## src/rtl/nano_ctrl_seq.sv

```systemverilog
`default_nettype none
// ============================================================================
// Module   : nano_ctrl_seq
// Brief    : Multi-cycle nanoRisc control sequencer (fetch/imm/exec/memwait).
// Revision : 1.0 - initial release
// ============================================================================

module nano_ctrl_seq #(
    parameter int INSTR_W     = 8,
    parameter int SEL_W       = 4,
    parameter int MEM_TIMEOUT = 15
) (
    input  logic               clk,
    input  logic               rst_n,
    input  logic [INSTR_W-1:0] instr,
    input  logic               instr_valid,
    output logic               instr_ready,
    input  logic [1:0]         cmp_flags,
    input  logic               mem_ack,
    input  logic               resume,
    output logic [INSTR_W-1:0] imm,
    output logic               pc_inc,
    output logic               pc_load,
    output logic [1:0]         pc_src,
    output logic               ram_rd,
    output logic               ram_wr,
    output logic               rb_rd,
    output logic               rb_wr,
    output logic [SEL_W-1:0]   rb_rsel,
    output logic [SEL_W-1:0]   rb_wsel,
    output logic [3:0]         alu_op,
    output logic               acc_wr,
    output logic               acc_clr,
    output logic               stk_push,
    output logic               stk_pop,
    output logic               stk_clr,
    output logic               mode_unsigned,
    output logic               mode_alu_in,
    output logic               mode_stack_repo,
    output logic               halted,
    output logic               illegal,
    output logic               mem_err
);

    localparam int CNT_W = (MEM_TIMEOUT > 1) ? $clog2(MEM_TIMEOUT) : 1;
    localparam logic [CNT_W-1:0] c_CNT_LAST = CNT_W'(MEM_TIMEOUT - 1);

    localparam logic [3:0] c_OP_LWM = 4'b0000;
    localparam logic [3:0] c_OP_LWI = 4'b0001;
    localparam logic [3:0] c_OP_SWM = 4'b0010;
    localparam logic [3:0] c_OP_SWI = 4'b0011;
    localparam logic [3:0] c_OP_ATR = 4'b0100;
    localparam logic [3:0] c_OP_RTA = 4'b0101;
    localparam logic [3:0] c_OP_SHR = 4'b0110;
    localparam logic [3:0] c_OP_SHL = 4'b0111;
    localparam logic [3:0] c_OP_ALU = 4'b1000;
    localparam logic [3:0] c_OP_PSR = 4'b1001;
    localparam logic [3:0] c_OP_STK = 4'b1010;
    localparam logic [3:0] c_OP_BRA = 4'b1011;
    localparam logic [3:0] c_OP_BR  = 4'b1100;
    localparam logic [3:0] c_OP_LWR = 4'b1101;
    localparam logic [3:0] c_OP_SWR = 4'b1110;

    localparam logic [SEL_W-1:0] c_SEL_LINK = SEL_W'(10);
    localparam logic [SEL_W-1:0] c_SEL_ADDR = SEL_W'(12);
    localparam logic [SEL_W-1:0] c_SEL_SWR  = SEL_W'(14);

    typedef enum logic [2:0] {
        S_FETCH = 3'd0,
        S_IMM   = 3'd1,
        S_EXEC  = 3'd2,
        S_MEMW  = 3'd3,
        S_HALT  = 3'd4
    } state_t;

    state_t             r_state;
    logic [INSTR_W-1:0] r_ir;
    logic [INSTR_W-1:0] r_imm;
    logic               r_mode_uns;
    logic               r_mode_alu;
    logic               r_mode_repo;
    logic [CNT_W-1:0]   r_cnt;
    logic               r_mem_err;

    function automatic logic f_alu_imm(input logic [3:0] fn);
        case (fn)
            4'b0001, 4'b0011, 4'b1011, 4'b1101: f_alu_imm = 1'b1;
            default:                            f_alu_imm = 1'b0;
        endcase
    endfunction

    function automatic logic f_needs_imm(input logic [INSTR_W-1:0] b);
        logic [3:0] op;
        logic [3:0] fn;
        op = b[INSTR_W-1 -: 4];
        fn = b[3:0];
        case (op)
            c_OP_LWM, c_OP_LWI, c_OP_SWM,
            c_OP_SWI, c_OP_LWR, c_OP_SWR: f_needs_imm = 1'b1;
            c_OP_STK: f_needs_imm = (fn == 4'b0000);
            c_OP_BRA: f_needs_imm = (fn <= 4'b0100);
            c_OP_ALU: f_needs_imm = f_alu_imm(fn);
            default:  f_needs_imm = 1'b0;
        endcase
    endfunction

    logic [3:0]       w_op;
    logic [3:0]       w_fn;
    logic [SEL_W-1:0] w_sel;

    assign w_op  = r_ir[INSTR_W-1 -: 4];
    assign w_fn  = r_ir[3:0];
    assign w_sel = r_ir[SEL_W-1:0];

    logic             w_ram_rd, w_ram_wr, w_rb_rd, w_rb_wr;
    logic [SEL_W-1:0] w_rsel, w_wsel;
    logic [3:0]       w_alu_op;
    logic             w_acc_wr, w_acc_clr, w_push, w_pop, w_sclr;
    logic             w_pc_load, w_take;
    logic [1:0]       w_pc_src;
    logic             w_illegal, w_mem, w_load, w_halt;
    logic             w_set_uns, w_clr_uns, w_tog_repo, w_tog_alu;

    // Decode of the latched instruction; only applied while in EXEC/MEMW.
    always_comb begin
        w_ram_rd   = 1'b0;
        w_ram_wr   = 1'b0;
        w_rb_rd    = 1'b0;
        w_rb_wr    = 1'b0;
        w_rsel     = '0;
        w_wsel     = '0;
        w_alu_op   = 4'b0000;
        w_acc_wr   = 1'b0;
        w_acc_clr  = 1'b0;
        w_push     = 1'b0;
        w_pop      = 1'b0;
        w_sclr     = 1'b0;
        w_pc_load  = 1'b0;
        w_pc_src   = 2'b00;
        w_take     = 1'b0;
        w_illegal  = 1'b0;
        w_mem      = 1'b0;
        w_load     = 1'b0;
        w_halt     = 1'b0;
        w_set_uns  = 1'b0;
        w_clr_uns  = 1'b0;
        w_tog_repo = 1'b0;
        w_tog_alu  = 1'b0;
        case (w_op)
            c_OP_LWM: begin
                w_ram_rd = 1'b1; w_wsel = w_sel; w_mem = 1'b1; w_load = 1'b1;
            end
            c_OP_LWI: begin
                w_rb_wr = 1'b1; w_wsel = w_sel;
            end
            c_OP_SWM, c_OP_SWI: begin
                w_ram_wr = 1'b1; w_rb_rd = 1'b1; w_rsel = w_sel; w_mem = 1'b1;
            end
            c_OP_ATR: begin
                w_rb_wr = 1'b1; w_wsel = w_sel;
            end
            c_OP_RTA: begin
                w_rb_rd = 1'b1; w_rsel = w_sel; w_acc_wr = 1'b1;
            end
            c_OP_SHR, c_OP_SHL: begin
                w_alu_op = w_op;
                if (w_fn[3]) begin
                    w_acc_wr = 1'b1;
                end else begin
                    w_rb_rd = 1'b1; w_rb_wr = 1'b1;
                    w_rsel  = w_sel; w_wsel = w_sel;
                end
            end
            c_OP_ALU: begin
                w_alu_op = w_fn;
                // comp only updates the flags, so it never writes a result
                if (w_fn != 4'b1111) begin
                    if (r_mode_alu) w_push   = 1'b1;
                    else            w_acc_wr = 1'b1;
                end
                if (!f_alu_imm(w_fn) && r_mode_repo) w_pop = 1'b1;
            end
            c_OP_PSR: begin
                w_push = 1'b1; w_rb_rd = 1'b1; w_rsel = w_sel;
            end
            c_OP_STK: begin
                case (w_fn)
                    4'b0000: w_push     = 1'b1;
                    4'b0001: w_set_uns  = 1'b1;
                    4'b0010: w_pop      = 1'b1;
                    4'b0011: w_sclr     = 1'b1;
                    4'b0100: w_acc_clr  = 1'b1;
                    4'b0101: w_tog_repo = 1'b1;
                    4'b0110: w_tog_alu  = 1'b1;
                    4'b0111: w_clr_uns  = 1'b1;
                    default: w_illegal  = 1'b1;
                endcase
            end
            c_OP_BRA: begin
                // bne has no immediate byte of its own and targets the last latched one
                case (w_fn)
                    4'b0000: w_take = 1'b1;
                    4'b0001: w_take = (cmp_flags == 2'b00);
                    4'b0010: w_take = (cmp_flags == 2'b01);
                    4'b0011: w_take = (cmp_flags == 2'b10);
                    4'b0100: begin
                        w_take = 1'b1; w_rb_wr = 1'b1; w_wsel = c_SEL_LINK;
                    end
                    4'b0101: w_take = (cmp_flags != 2'b01);
                    4'b0110: w_halt = 1'b1;
                    default: w_illegal = 1'b1;
                endcase
                if (w_take) begin
                    w_pc_load = 1'b1; w_pc_src = 2'b10;
                end
            end
            c_OP_BR: begin
                w_rb_rd = 1'b1; w_rsel = w_sel; w_pc_load = 1'b1; w_pc_src = 2'b01;
            end
            c_OP_LWR: begin
                w_ram_rd = 1'b1; w_rsel = c_SEL_ADDR; w_wsel = w_sel;
                w_mem    = 1'b1; w_load = 1'b1;
            end
            c_OP_SWR: begin
                w_ram_wr = 1'b1; w_rsel = w_sel; w_rb_wr = 1'b1; w_wsel = c_SEL_SWR;
                w_mem    = 1'b1;
            end
            default: w_illegal = 1'b1;
        endcase
    end

    // Output gating by phase: strobes only in EXEC/MEMW, fetch handshake otherwise.
    always_comb begin
        instr_ready = 1'b0;
        pc_inc      = 1'b0;
        pc_load     = 1'b0;
        pc_src      = 2'b00;
        ram_rd      = 1'b0;
        ram_wr      = 1'b0;
        rb_rd       = 1'b0;
        rb_wr       = 1'b0;
        rb_rsel     = '0;
        rb_wsel     = '0;
        alu_op      = 4'b0000;
        acc_wr      = 1'b0;
        acc_clr     = 1'b0;
        stk_push    = 1'b0;
        stk_pop     = 1'b0;
        stk_clr     = 1'b0;
        illegal     = 1'b0;
        case (r_state)
            S_FETCH, S_IMM: begin
                instr_ready = 1'b1;
                pc_inc      = instr_valid;
            end
            S_EXEC: begin
                pc_load  = w_pc_load;
                pc_src   = w_pc_src;
                ram_rd   = w_ram_rd;
                ram_wr   = w_ram_wr;
                rb_rd    = w_rb_rd;
                rb_wr    = w_rb_wr;
                rb_rsel  = w_rsel;
                rb_wsel  = w_wsel;
                alu_op   = w_alu_op;
                acc_wr   = w_acc_wr;
                acc_clr  = w_acc_clr;
                stk_push = w_push;
                stk_pop  = w_pop;
                stk_clr  = w_sclr;
                illegal  = w_illegal;
            end
            S_MEMW: begin
                ram_rd  = w_ram_rd;
                ram_wr  = w_ram_wr;
                rb_rd   = w_rb_rd;
                rb_rsel = w_rsel;
                rb_wsel = w_wsel;
                rb_wr   = w_load & mem_ack;
            end
            default: ;
        endcase
    end

    always_ff @(posedge clk or negedge rst_n) begin
        if (!rst_n) begin
            r_state     <= S_FETCH;
            r_ir        <= '0;
            r_imm       <= '0;
            r_mode_uns  <= 1'b0;
            r_mode_alu  <= 1'b0;
            r_mode_repo <= 1'b0;
            r_cnt       <= '0;
            r_mem_err   <= 1'b0;
        end else begin
            r_mem_err <= 1'b0;
            case (r_state)
                S_FETCH: begin
                    if (instr_valid) begin
                        r_ir    <= instr;
                        r_state <= f_needs_imm(instr) ? S_IMM : S_EXEC;
                    end
                end
                S_IMM: begin
                    if (instr_valid) begin
                        r_imm   <= instr;
                        r_state <= S_EXEC;
                    end
                end
                S_EXEC: begin
                    if (w_set_uns)  r_mode_uns  <= 1'b1;
                    if (w_clr_uns)  r_mode_uns  <= 1'b0;
                    if (w_tog_repo) r_mode_repo <= ~r_mode_repo;
                    if (w_tog_alu)  r_mode_alu  <= ~r_mode_alu;
                    r_cnt <= '0;
                    if (w_halt)     r_state <= S_HALT;
                    else if (w_mem) r_state <= S_MEMW;
                    else            r_state <= S_FETCH;
                end
                S_MEMW: begin
                    // Strobes stay up for MEM_TIMEOUT wait cycles; the error pulse follows the last one.
                    if (mem_ack) begin
                        r_state <= S_FETCH;
                    end else if (r_cnt == c_CNT_LAST) begin
                        r_state   <= S_FETCH;
                        r_mem_err <= 1'b1;
                    end else begin
                        r_cnt <= r_cnt + 1'b1;
                    end
                end
                S_HALT: begin
                    if (resume) r_state <= S_FETCH;
                end
                default: r_state <= S_FETCH;
            endcase
        end
    end

    assign imm             = r_imm;
    assign mode_unsigned   = r_mode_uns;
    assign mode_alu_in     = r_mode_alu;
    assign mode_stack_repo = r_mode_repo;
    assign halted          = (r_state == S_HALT);
    assign mem_err         = r_mem_err;

endmodule

`default_nettype wire

```

## config.mk

```make
export PLATFORM = sky130hd
export DESIGN_NAME = nano_ctrl_seq
export DESIGN_NICKNAME = d
export VERILOG_FILES = /design/src/rtl/nano_ctrl_seq.sv
export SDC_FILE = /design/constraint.sdc
export NUM_CORES = 1
export LEC_CHECK = 0
export CAP_MARGIN = 20
export CORE_MARGIN = 4
export CORE_UTILIZATION = 46
export CTS_BUF_LIST = sky130_fd_sc_hd__clkbuf_4
export DETAILED_ROUTE_END_ITERATION = 10
export HOLD_SLACK_MARGIN = 0.05
export PLACE_DENSITY = 0.76
export SLEW_MARGIN = 20
export SYNTH_ARGS = -nofsm -noshare
export SYNTH_HDL_FRONTEND = slang
export SYNTH_SLANG_ARGS = --single-unit
```

## constraint.sdc

```tcl
create_clock -name clk -period 6.26 [get_ports clk]
set_clock_uncertainty 0.2 [all_clocks]
set_input_delay 1.565 -clock clk [delete_from_list [all_inputs] [get_ports clk]]
set_output_delay 1.565 -clock clk [all_outputs]
set_load 0.1 [all_outputs]
```

After elaboration in Yosys (flattened, before gate mapping)
Index checks and enable logic that the tools add are counted.
Widths: inputs -> output; s select.
- add/subtract/negate cells: 1
- order comparisons: 1
- equality and inequality tests: 50
- mux-type cells: 84
- bitwise gates (word level): 3
- reductions and logical operators: 34
- operator list (operator ; number):
    $eq 4x4->1 const B ; 17
    $mux 1 ; 51
    $eq 4x3->1 const B ; 8
    $eq 4x2->1 const B ; 7
    $mux 4 ; 6
    $mux 3 ; 7
    $eq 4x1->1 const B ; 4
    $logic_not 4->1 ; 4
    $pmux 4 s2 ; 2
    $pmux 4 s4 ; 1
    $pmux 3 s5 ; 1
    $reduce_or 13->1 ; 1
    $pmux 1 s3 ; 4
    $pmux 4 s3 ; 1
    $reduce_or 4->1 ; 3
    $reduce_or 6->1 ; 2
    $ne 2x2->1 const B ; 5
    $reduce_and 2->1 ; 5
    $reduce_or 2->1 ; 5
    $reduce_or 5->1 ; 2
    $mux 2 ; 4
    $pmux 1 s2 ; 4
    $reduce_or 8->1 ; 1
    $reduce_or 7->1 ; 1
    other kinds (23) ; 27
- flip-flop bits (word level): 27
- output and inout bits: 40
- word-level logic and storage cells: 181

Longest topological paths before layout
- depth in word-level cells: 9
- mapped depth: 6
- mapped depth without buffers: 6

Worst setup path before layout
Ideal clock, no wire load.
- path type: flip-flop to output port
- from: register r_state[1]
- to: output pc_load
- arrival: 4673 ps
- required time: 4495 ps
- slack: -178 ps
- stages on the path, launching flop included: 5
- buffers on the path: 0
- cell sequence: dfrtp_1 and2b_1 nand2b_1 nor4_1 or2_1
- longest elaborated chain between the ends: 2
- RTL lines (item ; line ; source):
    start, declared ; 76 ; state_t r_state;
    start signal, assigned ; 301 ; r_state <= f_needs_imm(instr) ? S_IMM : S_EXEC;
    $eq 3x2->1 ; 251 ; case (r_state)
    $mux 1 ; 251 ;
    end, declared ; 23 ; output logic pc_load,
Every way passes these cells.

Worst setup path after layout
- from: register r_ir[5]
- to: output stk_pop
- longest elaborated chain between the ends: 3
- RTL lines (item ; line ; source):
    start, declared ; 77 ; logic [INSTR_W-1:0] r_ir;
    start signal, assigned ; 300 ; r_ir <= instr;
    $eq 4x4->1 ; 149 ; case (w_op)
    $pmux 1 s2 * ; 149 ;
    $mux 1 * ; 251 ;
    end, declared ; 35 ; output logic stk_pop,
Every way passes the cells marked *; elsewhere a longest branch is shown, timed or not.

==> out/metrics.cfg <==
[finish]
multiInputGateArea_um2 = 1360
fill_cells = 416
area_growth_syn_to_layout_pct = 24.9
antennaDiodeCount = 0
post_route_cells_drive_above_1_share = 0.137
num-nets-final = 302
seqCellArea_um2 = 676

[global_route]
grt_pass1_wl_mm = 9.27
first_global_vias = 1963
gr-total-overflow = 0
number_of_antenna_violations_at_the_first_check_in_global_routing = 0
grt_max_degree = 34
groute.usage.overall = 0.187

[clock_network]
post-cts-setup-buffer-count = 0
cts_max_path_buffers = 2
worst_setup_hold_path_clk_slew_ns = 0.16
cts.htree.levels = 1
clk_latency_ns = 0.34
cts-buffers-inserted = 3
clock_tree_from_tritoncts = yes
master_cell_of_the_clock_root_buffer = clkbuf_4
clock-sinks = 27
post_cts.resized_instances = 0
postCtsHoldBufs = 0

[setup_path]
required_ns = 4.49
crit_path_max_incr_delay_ns = 1.13
worstPathCellList = nand2b_1 > or3_1 > o41ai_2 > a21o_1 > clkdlybuf4s50_1
worst_setup_path_end_kind = primary output
crit_path_top_delay_cell = clkdlybuf4s50_1
worstSetupPathType = reg2out
worstPathArrival_ns = 3.47
worstPathMaxFanout = 22
start_kind = flip-flop

[synthesis]
synth-warning-count = 0
synth_area_um2 = 2170
synth_top_area_cell = dfrtp_1
synth.yosys.seq_area_share = 0.312
yosys-top-cells-area = dfrtp_1, mux2_2, a21oi_1
synthArstFlopShare = 1.00
post_synth_num_cell_types = 61
ys.flop_type = dfrtp_1
syn-mean-instance-area_um2 = 8.85
synth_most_common_cell = dfrtp_1
synth_seq_cells = 27
synth_enable_flop_cells = 0
synthesized_instance_count = 245
synth_fp_nets = 262
yosys.area.top_type_share = 0.312
post_synth_most_frequent_cells = dfrtp_1, nand2_1, a21oi_1

[place]
port-buffer-count = 54
gp_congestion = 0.870
hpwlAfterDp_mm = 3.83

[timing]
max_freq_mhz = 191
period_share = 0.836
timing.final.setup_violations = 0
period_minus_slack_ns = 5.23
maxSlewHeadroom = 0.333
timing_worst_slew_pin_value_ns = 0.997
rsz0062_at_grt = no
setup-tns-final_ns = 0
hold_viol_final = 0
report.final.slew_viol_count = 0

[drt]
dr.max_layer_used = met4
dr.pass1.iters = 4
detailed_route_wire_length_on_metal_1_mm = 2.45
met3_wirelength_um = 332
metal2_wl_mm = 2.48
num_vias = 1970
postRouteWirelength_mm = 5.31
drt-vias-per-instance = 5.86
drt_first_iter_violations = 143
antenna_violating_nets_remaining = 0
wl_per_cell_um = 15.8
drc_errors = 0

[floorplanning]
die_width_um = 76.6
ios = 55
core_box_area_um2 = 4440
placementRows = 24
die_area_um2 = 5870
die_height_um = 76.6
initial_utilization = 0.488

[run]
cap_violations = 0

[worst_hold_path]
worstHoldPathType = reg2reg

[status]
run_status = finished, final reports clean

[logic make-up (layout without fill, tap and decap cells)]
kind of cell,after synthesis,in the layout,synth area share
buf+inv,29,68,0.0618
xor+xnor,7,7,0.0283
simple gates,96,96,0.274
compound gates,67,67,0.225
mux,17,17,0.0878
flops,27,27,0.312
fa+ha+maj,2,2,0.0115
[per-stage QoR]
step | cells | hold slack (ns) | worst slack [ns] | util | instance area [µm²]
finish | 336 | 0.316 | 1.03 | 0.609 | 2710
global route | 336 | 0.350 | 0.792 | 0.609 | 2710
CTS | 336 | 0.322 | 1.01 | 0.609 | 2710
detailed placement | 332 | 0.294 | 1.25 | 0.602 | 2680
global placement | 332 | 0.289 | 1.29 | 0.602 | 2680
floorplan | 245 | 0.337 | 0.188 | - | 2170
[sequential cells by signal, summed over array words and instances, names as in the netlist]
name	flops
mode_stack_repo	1
mem_err	1
r_ir	8
r_cnt	4
mode_unsigned	1
imm	8
r_state	3
mode_alu_in	1
[critical path: cells and delay by family, from the launching register on]
family	cells	cell delay, ns
AND/OR/NAND/NOR	2	0.75
flip-flops	1	0.83
buffers and inverters	1	1.13
AO/OA/AOI/OAI	2	0.42
[path summary, 6_finish.rpt]
path | start | to | slack [ns] | cells after the start
max | r_ir[5] | stk_pop | 1.03 | 5
min | mode_stack_repo | mode_stack_repo | 0.32 | 1
max reg2reg | r_ir[4] | r_state[0] | 3.97 | 4
min reg2reg | mode_stack_repo | mode_stack_repo | 0.32 | 1
max in group asynchronous | rst_n | r_ir[5] | 4.23 | 2
min in group asynchronous | rst_n | imm[5] | 1.38 | 2
[layout by cell type, fill, tap and decap left out, types with 2 or more instances in the layout]
master,instances
o211ai_1,2
a32oi_1,2
xnor2_1,5
o41ai_2,2
nor4_1,3
buf_4,5
o31ai_1,3
nor4b_1,4
a21boi_0,2
ha_1,2
a211oi_1,4
inv_1,9
nor2b_1,7
nand2_1,22
nand4_1,2
nand3b_1,2
nor4_2,2
nand3_1,6
nor2_1,13
dfrtp_1,27
a21oi_1,17
o21ai_0,11
a22o_1,4
mux2_2,16
o221ai_1,2
a2bb2oi_1,2
and2b_1,2
a31o_2,2
nor3_1,5
clkbuf_4,3
a21bo_2,2
clkdlybuf4s50_1,50
nor3b_1,4
nand2b_1,8
and3_1,4
xor2_1,2
o41ai_1,2
[final cells by class]
cell class	count	area share
Clock buffer	3	0.00832
Multi-Input combinational cell	189	0.504
Sequential cell	27	0.250
Clock inverter	1	0.00323
Timing Repair Buffer	55	0.199
Tap cell	52	0.0240
Inverter	9	0.0125
[layer usage]
layer | vias up | GRT usage
li1 | 981 | -
met1 | 931 | 0.250
met2 | 52 | 0.303
met3 | 6 | 0.0437
met4 | 0 | 0.0471
met5 | - | 0
Power is left out: the tool's default activity adds up to more than one toggle a clock period on the data nets, which glitch-free logic cannot reach.
